### config.mk
export PLATFORM = sky130hd
export DESIGN_NAME = alu_rr_sequencer
export DESIGN_NICKNAME = d
export VERILOG_FILES = /design/src/rtl/alu_rr_sequencer.sv
export SDC_FILE = /design/constraint.sdc
export NUM_CORES = 1
export LEC_CHECK = 0
export ABC_AREA = 1
export CAP_MARGIN = 0
export CORE_MARGIN = 2
export CORE_UTILIZATION = 25
export DETAILED_ROUTE_END_ITERATION = 12
export PLACE_DENSITY = 0.55
export SLEW_MARGIN = 20
export SYNTH_ARGS = -nofsm -noshare
export SYNTH_HDL_FRONTEND = slang
export SYNTH_SLANG_ARGS = --single-unit
export TNS_END_PERCENT = 10
### constraint.sdc
create_clock -name clk -period 2.91 [get_ports clk]
set_input_delay 0.291 -clock clk [delete_from_list [all_inputs] [get_ports clk]]
set_output_delay 0.291 -clock clk [all_outputs]
set_load 0.01 [all_outputs]
### src/rtl/alu_rr_sequencer.sv
// Round-robin front end that shares one 32-bit combinational ALU between two requesters:
// arbitrates, registers operands onto the ALU, waits ALU_LAT cycles, captures result/flags, returns them.
module alu_rr_sequencer #(
    parameter int unsigned ALU_LAT = 1
) (
    input  logic        clk,
    input  logic        rst,
    input  logic        req0_valid,
    output logic        req0_ready,
    input  logic [2:0]  req0_op,
    input  logic [31:0] req0_a,
    input  logic [31:0] req0_b,
    input  logic        req1_valid,
    output logic        req1_ready,
    input  logic [2:0]  req1_op,
    input  logic [31:0] req1_a,
    input  logic [31:0] req1_b,
    output logic        rsp0_valid,
    input  logic        rsp0_ready,
    output logic        rsp1_valid,
    input  logic        rsp1_ready,
    output logic [31:0] rsp_f,
    output logic        rsp_zf,
    output logic        rsp_of,
    output logic [2:0]  alu_op,
    output logic [31:0] alu_a,
    output logic [31:0] alu_b,
    input  logic [31:0] alu_f,
    input  logic        alu_zf,
    input  logic        alu_of,
    output logic        busy
);

    typedef enum logic [1:0] {IDLE, EXEC, RESP} state_t;

    localparam logic [3:0] CNT_INIT = 4'(ALU_LAT - 1);

    state_t      state_q, state_d;
    logic        last_q, last_d;
    logic [3:0]  cnt_q, cnt_d;
    logic [2:0]  op_q, op_d;
    logic [31:0] a_q, a_d, b_q, b_d;
    logic [31:0] f_q, f_d;
    logic        zf_q, zf_d, of_q, of_d;
    logic        winner;

    // last_q doubles as the grant of the transaction in flight, so RESP routes by it.
    always_comb begin
        winner     = (req0_valid & req1_valid) ? ~last_q : req1_valid;
        state_d    = state_q;
        last_d     = last_q;
        cnt_d      = cnt_q;
        op_d       = op_q;
        a_d        = a_q;
        b_d        = b_q;
        f_d        = f_q;
        zf_d       = zf_q;
        of_d       = of_q;
        req0_ready = 1'b0;
        req1_ready = 1'b0;
        rsp0_valid = 1'b0;
        rsp1_valid = 1'b0;
        case (state_q)
            IDLE: begin
                if (req0_valid | req1_valid) begin
                    req0_ready = ~winner;
                    req1_ready = winner;
                    op_d       = winner ? req1_op : req0_op;
                    a_d        = winner ? req1_a  : req0_a;
                    b_d        = winner ? req1_b  : req0_b;
                    last_d     = winner;
                    cnt_d      = CNT_INIT;
                    state_d    = EXEC;
                end
            end
            EXEC: begin
                if (cnt_q == 4'd0) begin
                    f_d     = alu_f;
                    zf_d    = alu_zf;
                    of_d    = alu_of;
                    state_d = RESP;
                end else begin
                    cnt_d = cnt_q - 4'd1;
                end
            end
            RESP: begin
                rsp0_valid = ~last_q;
                rsp1_valid = last_q;
                if (last_q ? rsp1_ready : rsp0_ready) begin
                    state_d = IDLE;
                end
            end
            default: state_d = IDLE;
        endcase
    end

    always_ff @(posedge clk or posedge rst) begin
        if (rst) begin
            state_q <= IDLE;
            last_q  <= 1'b1;
            cnt_q   <= '0;
            op_q    <= '0;
            a_q     <= '0;
            b_q     <= '0;
            f_q     <= '0;
            zf_q    <= 1'b0;
            of_q    <= 1'b0;
        end else begin
            state_q <= state_d;
            last_q  <= last_d;
            cnt_q   <= cnt_d;
            op_q    <= op_d;
            a_q     <= a_d;
            b_q     <= b_d;
            f_q     <= f_d;
            zf_q    <= zf_d;
            of_q    <= of_d;
        end
    end

    assign alu_op = op_q;
    assign alu_a  = a_q;
    assign alu_b  = b_q;
    assign rsp_f  = f_q;
    assign rsp_zf = zf_q;
    assign rsp_of = of_q;
    assign busy   = (state_q != IDLE);

endmodule
# ---- Word level (Yosys, flattened, before mapping)
# Index checks and enable logic that the tools add are counted.
dict set report word_totals {
  ff_bits 108
  inputBits 174
  output_inout_bits 106
  word_cells 46
}
dict set report classes {
  addsub 1
  eq_ne 6
  muxes 18
  bitwise_logic 4
  n_reduce_logical 8
}
# operator count
set op_table {}
lappend op_table {{32-bit 2-to-1 mux} 2}
lappend op_table {{1-bit 2-to-1 mux} 8}
lappend op_table {{4-bit 2-to-1 mux} 2}
lappend op_table {{2-bit != test, second input constant} 4}
lappend op_table {{4-bit case mux with 2 select lines} 1}
lappend op_table {{2-bit 2-to-1 mux} 3}
lappend op_table {{2-bit case mux with 3 select lines} 1}
lappend op_table {{3-bit AND reduction} 2}
lappend op_table {{4-bit logical NOT} 1}
lappend op_table {{2-bit AND reduction} 2}
lappend op_table {{2-bit nonzero test} 2}
lappend op_table {{4-bit by 1-bit subtractor with 4-bit output, second input constant} 1}
lappend op_table {{3-bit 2-to-1 mux} 1}
lappend op_table {{2-bit by 1-bit == test with 1-bit output, second input constant} 1}
lappend op_table {{2-bit == test, second input constant} 1}
lappend op_table {{2-bit logical NOT} 1}
lappend op_table {{1-bit NOT} 2}
lappend op_table {{1-bit bitwise AND} 1}
lappend op_table {{1-bit bitwise OR} 1}

# ---- Logic depth before layout (Yosys ltp)
dict set report logic_depth {
  ltp_word 5
  depth_mapped 7
  mapped_depth_nobuf 7
}

# ---- Least setup slack after synthesis
# No wires, ideal clock.
dict set report synth_path {
  path_kind {register to output}
  from {register last_q}
  to {output req0_ready}
  t_arrival_ps 1106
  t_required_ps 2619
  setup_slack_ps 1513
  path_stages_with_launch 6
  n_path_buf 1
  path_cell_list {dfstp_2 > nand2_1 > nand2_2 > inv_2 > buf_2 > nor2_1}
}
dict set report synth_via {
  elab_chain_len 5
}
# item line_no
set synth_lines {}
lappend synth_lines {{start: declaration} 39} ;# logic last_q, last_d;
lappend synth_lines {{start signal: assignment} 110} ;# last_q <= last_d;
lappend synth_lines {{1-bit NOT} 49} ;# winner = (req0_valid & req1_valid) ? ~last_q : req1_valid;
lappend synth_lines {{1-bit 2-to-1 mux} 49}
lappend synth_lines {{1-bit NOT} 66} ;# req0_ready = ~winner;
lappend synth_lines {{1-bit 2-to-1 mux} 65} ;# if (req0_valid | req1_valid) begin
lappend synth_lines {{1-bit 2-to-1 mux} 63} ;# case (state_q)
lappend synth_lines {{end: declaration} 9} ;# output logic req0_ready,
# Every way passes these cells.

# ---- Worst setup path after layout
# Same ends and word-level chain as after synthesis.

==> metrics.md <==
| Metric | Value |
|---|---|
| Nets | `999` |
| Slowest stage delay, CP | `0.57 ns` |
| Number of flops mapped to enable cells by yosys | `0` |
| Clk root buf | `clkbuf_16` |
| Vias in the first global route | `4,492` |
| Worst Hold Class | `in -> async` |
| Fill cell count | `1,960` |
| Area after DPL | `0.007969 mm²` |
| Setup TNS | `0 ns` |
| Yosys reg bits | `108` |
| Die area | `0.02086 mm²` |
| First drt pass iteration count | `4` |
| Core Box Area | `0.01940 mm²` |
| Number of H-tree levels | `3` |
| Postcts setup bufs | `0` |
| Post-synth cell types | `25` |
| Worst-Margin Slew | `0.7992 ns` |
| Max Cap Viol | `0` |
| Syn nets | `734` |
| Post-route DRC | `0` |
| Critical-path cell list | `nand2_1, nand2_4, inv_2, nor2_1, clkdlybuf4s50_1` |
| Final instance area | `0.008299 mm²` |
| DP HPWL | `11.33 mm` |
| Initial Util | `25.42%` |
| Most frequent cells in the layout | `clkdlybuf4s50_1 (279), nand2_1 (111), dfrtp_1 (107)` |
| Mapped Area | `0.004931 mm²` |
| Largest net degree at the start of global routing | `68` |
| DR vias/cell | `4.245` |
| Clk_lat worst skew | `0.35 ns` |
| Critical Path RT | `2.62 ns` |
| Initial antenna violation count | `0` |
| CTS clk-pin slew, worst paths | `0.08 ns` |
| Critical path launch point type | `flip-flop` |
| First-pass GRT wire length | `24.69 mm` |
| GR Util All Layers | `15.39%` |
| Via count | `4,640` |
| Critical path's slowest cell | `dfstp_2` |
| Avg WL per Cell | `14.89 µm` |
| Commonest non-fill, non-tap cell in the layout | `clkdlybuf4s50_1` |
| VDD IR max | `355.8 µV` |
| IO buf count | `279` |
| WP data arrival | `2.02 ns` |
| Slew HR | `46.72%` |
| Storage element area | `0.002704 mm²` |
| RD Place Congestion | `0.7369` |
| Synth Flop Type | `dfrtp_1` |
| Multi-input gate area | `0.001876 mm²` |
| YS warnings | `0` |
| Antenna diode count | `0` |
| Die width | `144.4 µm` |
| Initial DRC Count | `172` |
| Final Cycle Share | `79.51%` |
| Hold buffers post-CTS | `0` |
| Cell area power density | `975.4 mW/mm²` |
| Hold Fails Final Rpt | `0` |
| Crit. End Element | `output port` |
| Max Freq | `0.4322 GHz` |
| Leakage power | `3.561 nW` |
| P&R area growth vs syn | `68.31%` |
| Status | `complete, no violations` |
| # rows | `51` |
| Final min period | `2.314 ns` |
| Cts bufs inserted | `9` |
| CTS tree | `built` |
| Setup Crit Path Kind | `reg -> out` |
| Vert. Die Dim | `144.4 µm` |
| Share of cells above drive strength 1 | `10.39%` |
| Seq/Total Area, Yosys | `54.83%` |
| RSZ-0062 raised after global routing | `no` |
| Final setup viols | `0` |
| Total gr overflow | `0` |
| Largest fanout on the critical path | `14` |
| Flop2flop setup slack | `0.94 ns` |
| Mean Syn Cell Area | `8.837 µm²` |
| Clock skew | `0.008267 ns` |
| Post-DRT Antenna Nets | `0` |
| Reg-to-reg endpoint | `alu_a[15]$_DFFE_PP0P_` |
| Final slew viol count | `0` |
| Num Clock Sinks | `108` |
| Reg-to-reg critical path startpoint | `last_q$_DFFE_PP1P_` |
| CTS resizes | `0` |
| Cells after synthesis | `558` |
| Bufs on Longest Clock Path | `2` |
| Ys async rst share | `100.0%` |
| WL final | `16.27 mm` |
| I/O pins | `280` |
| R2r worst-path depth | `5` |
power by group:
| group | switching (mW) | internal (mW) |
|---|---|---|
| registers | 0.399 | 2.26 |
| logic | 1.98 | 2.06 |
| clock network | 0.612 | 0.788 |
layer usage:
| layer | global-route usage [%] | routed length, µm |
|---|---|---|
| met4 | 4.446 | 219 |
| met1 | 18.89 | 7024 |
| met2 | 25.59 | 7476 |
| met3 | 5.397 | 1550 |
| met5 | 0 | 0 |
synthesized netlist by cell type (2+ instances only):
master / instances / area (µm²)
buf_2: 11 / 55.05
buf_4: 2 / 15.01
buf_6: 4 / 45.04
clkbuf_1: 16 / 60.06
dfrtp_1: 107 / 2678
ha_1: 2 / 25.02
inv_1: 41 / 153.9
inv_2: 2 / 7.510
nand2_1: 111 / 416.7
nand3_1: 3 / 15.01
nor2_1: 76 / 285.3
nor2_4: 2 / 22.52
o21ai_0: 105 / 525.5
o21ai_1: 15 / 75.07
o21ai_2: 51 / 446.7
worst max-delay path by stage:
stage	start	to	depth (start not counted)
floorplan	rst	alu_a[0]$_DFFE_PP0P_	1
global placement	req1_valid	alu_b[9]$_DFFE_PP0P_	6
detailed placement	req0_valid	alu_a[1]$_DFFE_PP0P_	6
CTS	last_q$_DFFE_PP1P_	req0_ready	5
global route	last_q$_DFFE_PP1P_	req0_ready	5
finish	last_q$_DFFE_PP1P_	req0_ready	5
layout make-up:
cell class / count / share of cell area (%)
Sequential cell: 108 / 32.58
Clock buffer: 10 / 2.880
Timing Repair Buffer: 289 / 34.86
Multi-Input combinational cell: 372 / 22.60
Clock inverter: 6 / 1.101
Tap cell: 265 / 3.995
Inverter: 43 / 1.990
flip-flops by register name (all words and copies together), names as in the netlist:
signal / count
alu_a: 32
alu_b: 32
alu_op: 3
cnt_q: 4
last_q: 1
rsp_f: 32
rsp_of: 1
rsp_zf: 1
state_q: 2
stage by stage:
step                      cells  utilization, %  setup slack (ns)  power, mW  hold WS (ns)
final                      1093           42.78            0.5963      8.095        0.3991
after global routing       1093           42.78            0.4041      8.739        0.4233
after detailed placement   1077           41.08            0.6342      6.804        0.4677
after CTS                  1093           42.78            0.5549      8.245        0.4153
after floorplan             558               -             1.318      4.666        0.4206
after global placement     1077           41.08            0.6804      6.779        0.4648
logic make-up (layout without fill, tap and decap cells):
| family | count (synthesis) | in the layout | share of synthesized area, % |
|---|---|---|---|
| flops | 108 | 108 | 54.83 |
| simple gates | 195 | 195 | 15.45 |
| xor+xnor | 1 | 1 | 0.1777 |
| fa+ha+maj | 2 | 2 | 0.5074 |
| buf+inv | 78 | 348 | 7.231 |
| compound gates | 174 | 174 | 21.80 |
critical path, delay by kind of cell (launching register included):
family	cells	cell delay [ns]
simple gates	3	0.46
buf+inv	2	0.63
flops	1	0.57
(Power assumes the default switching activity.)
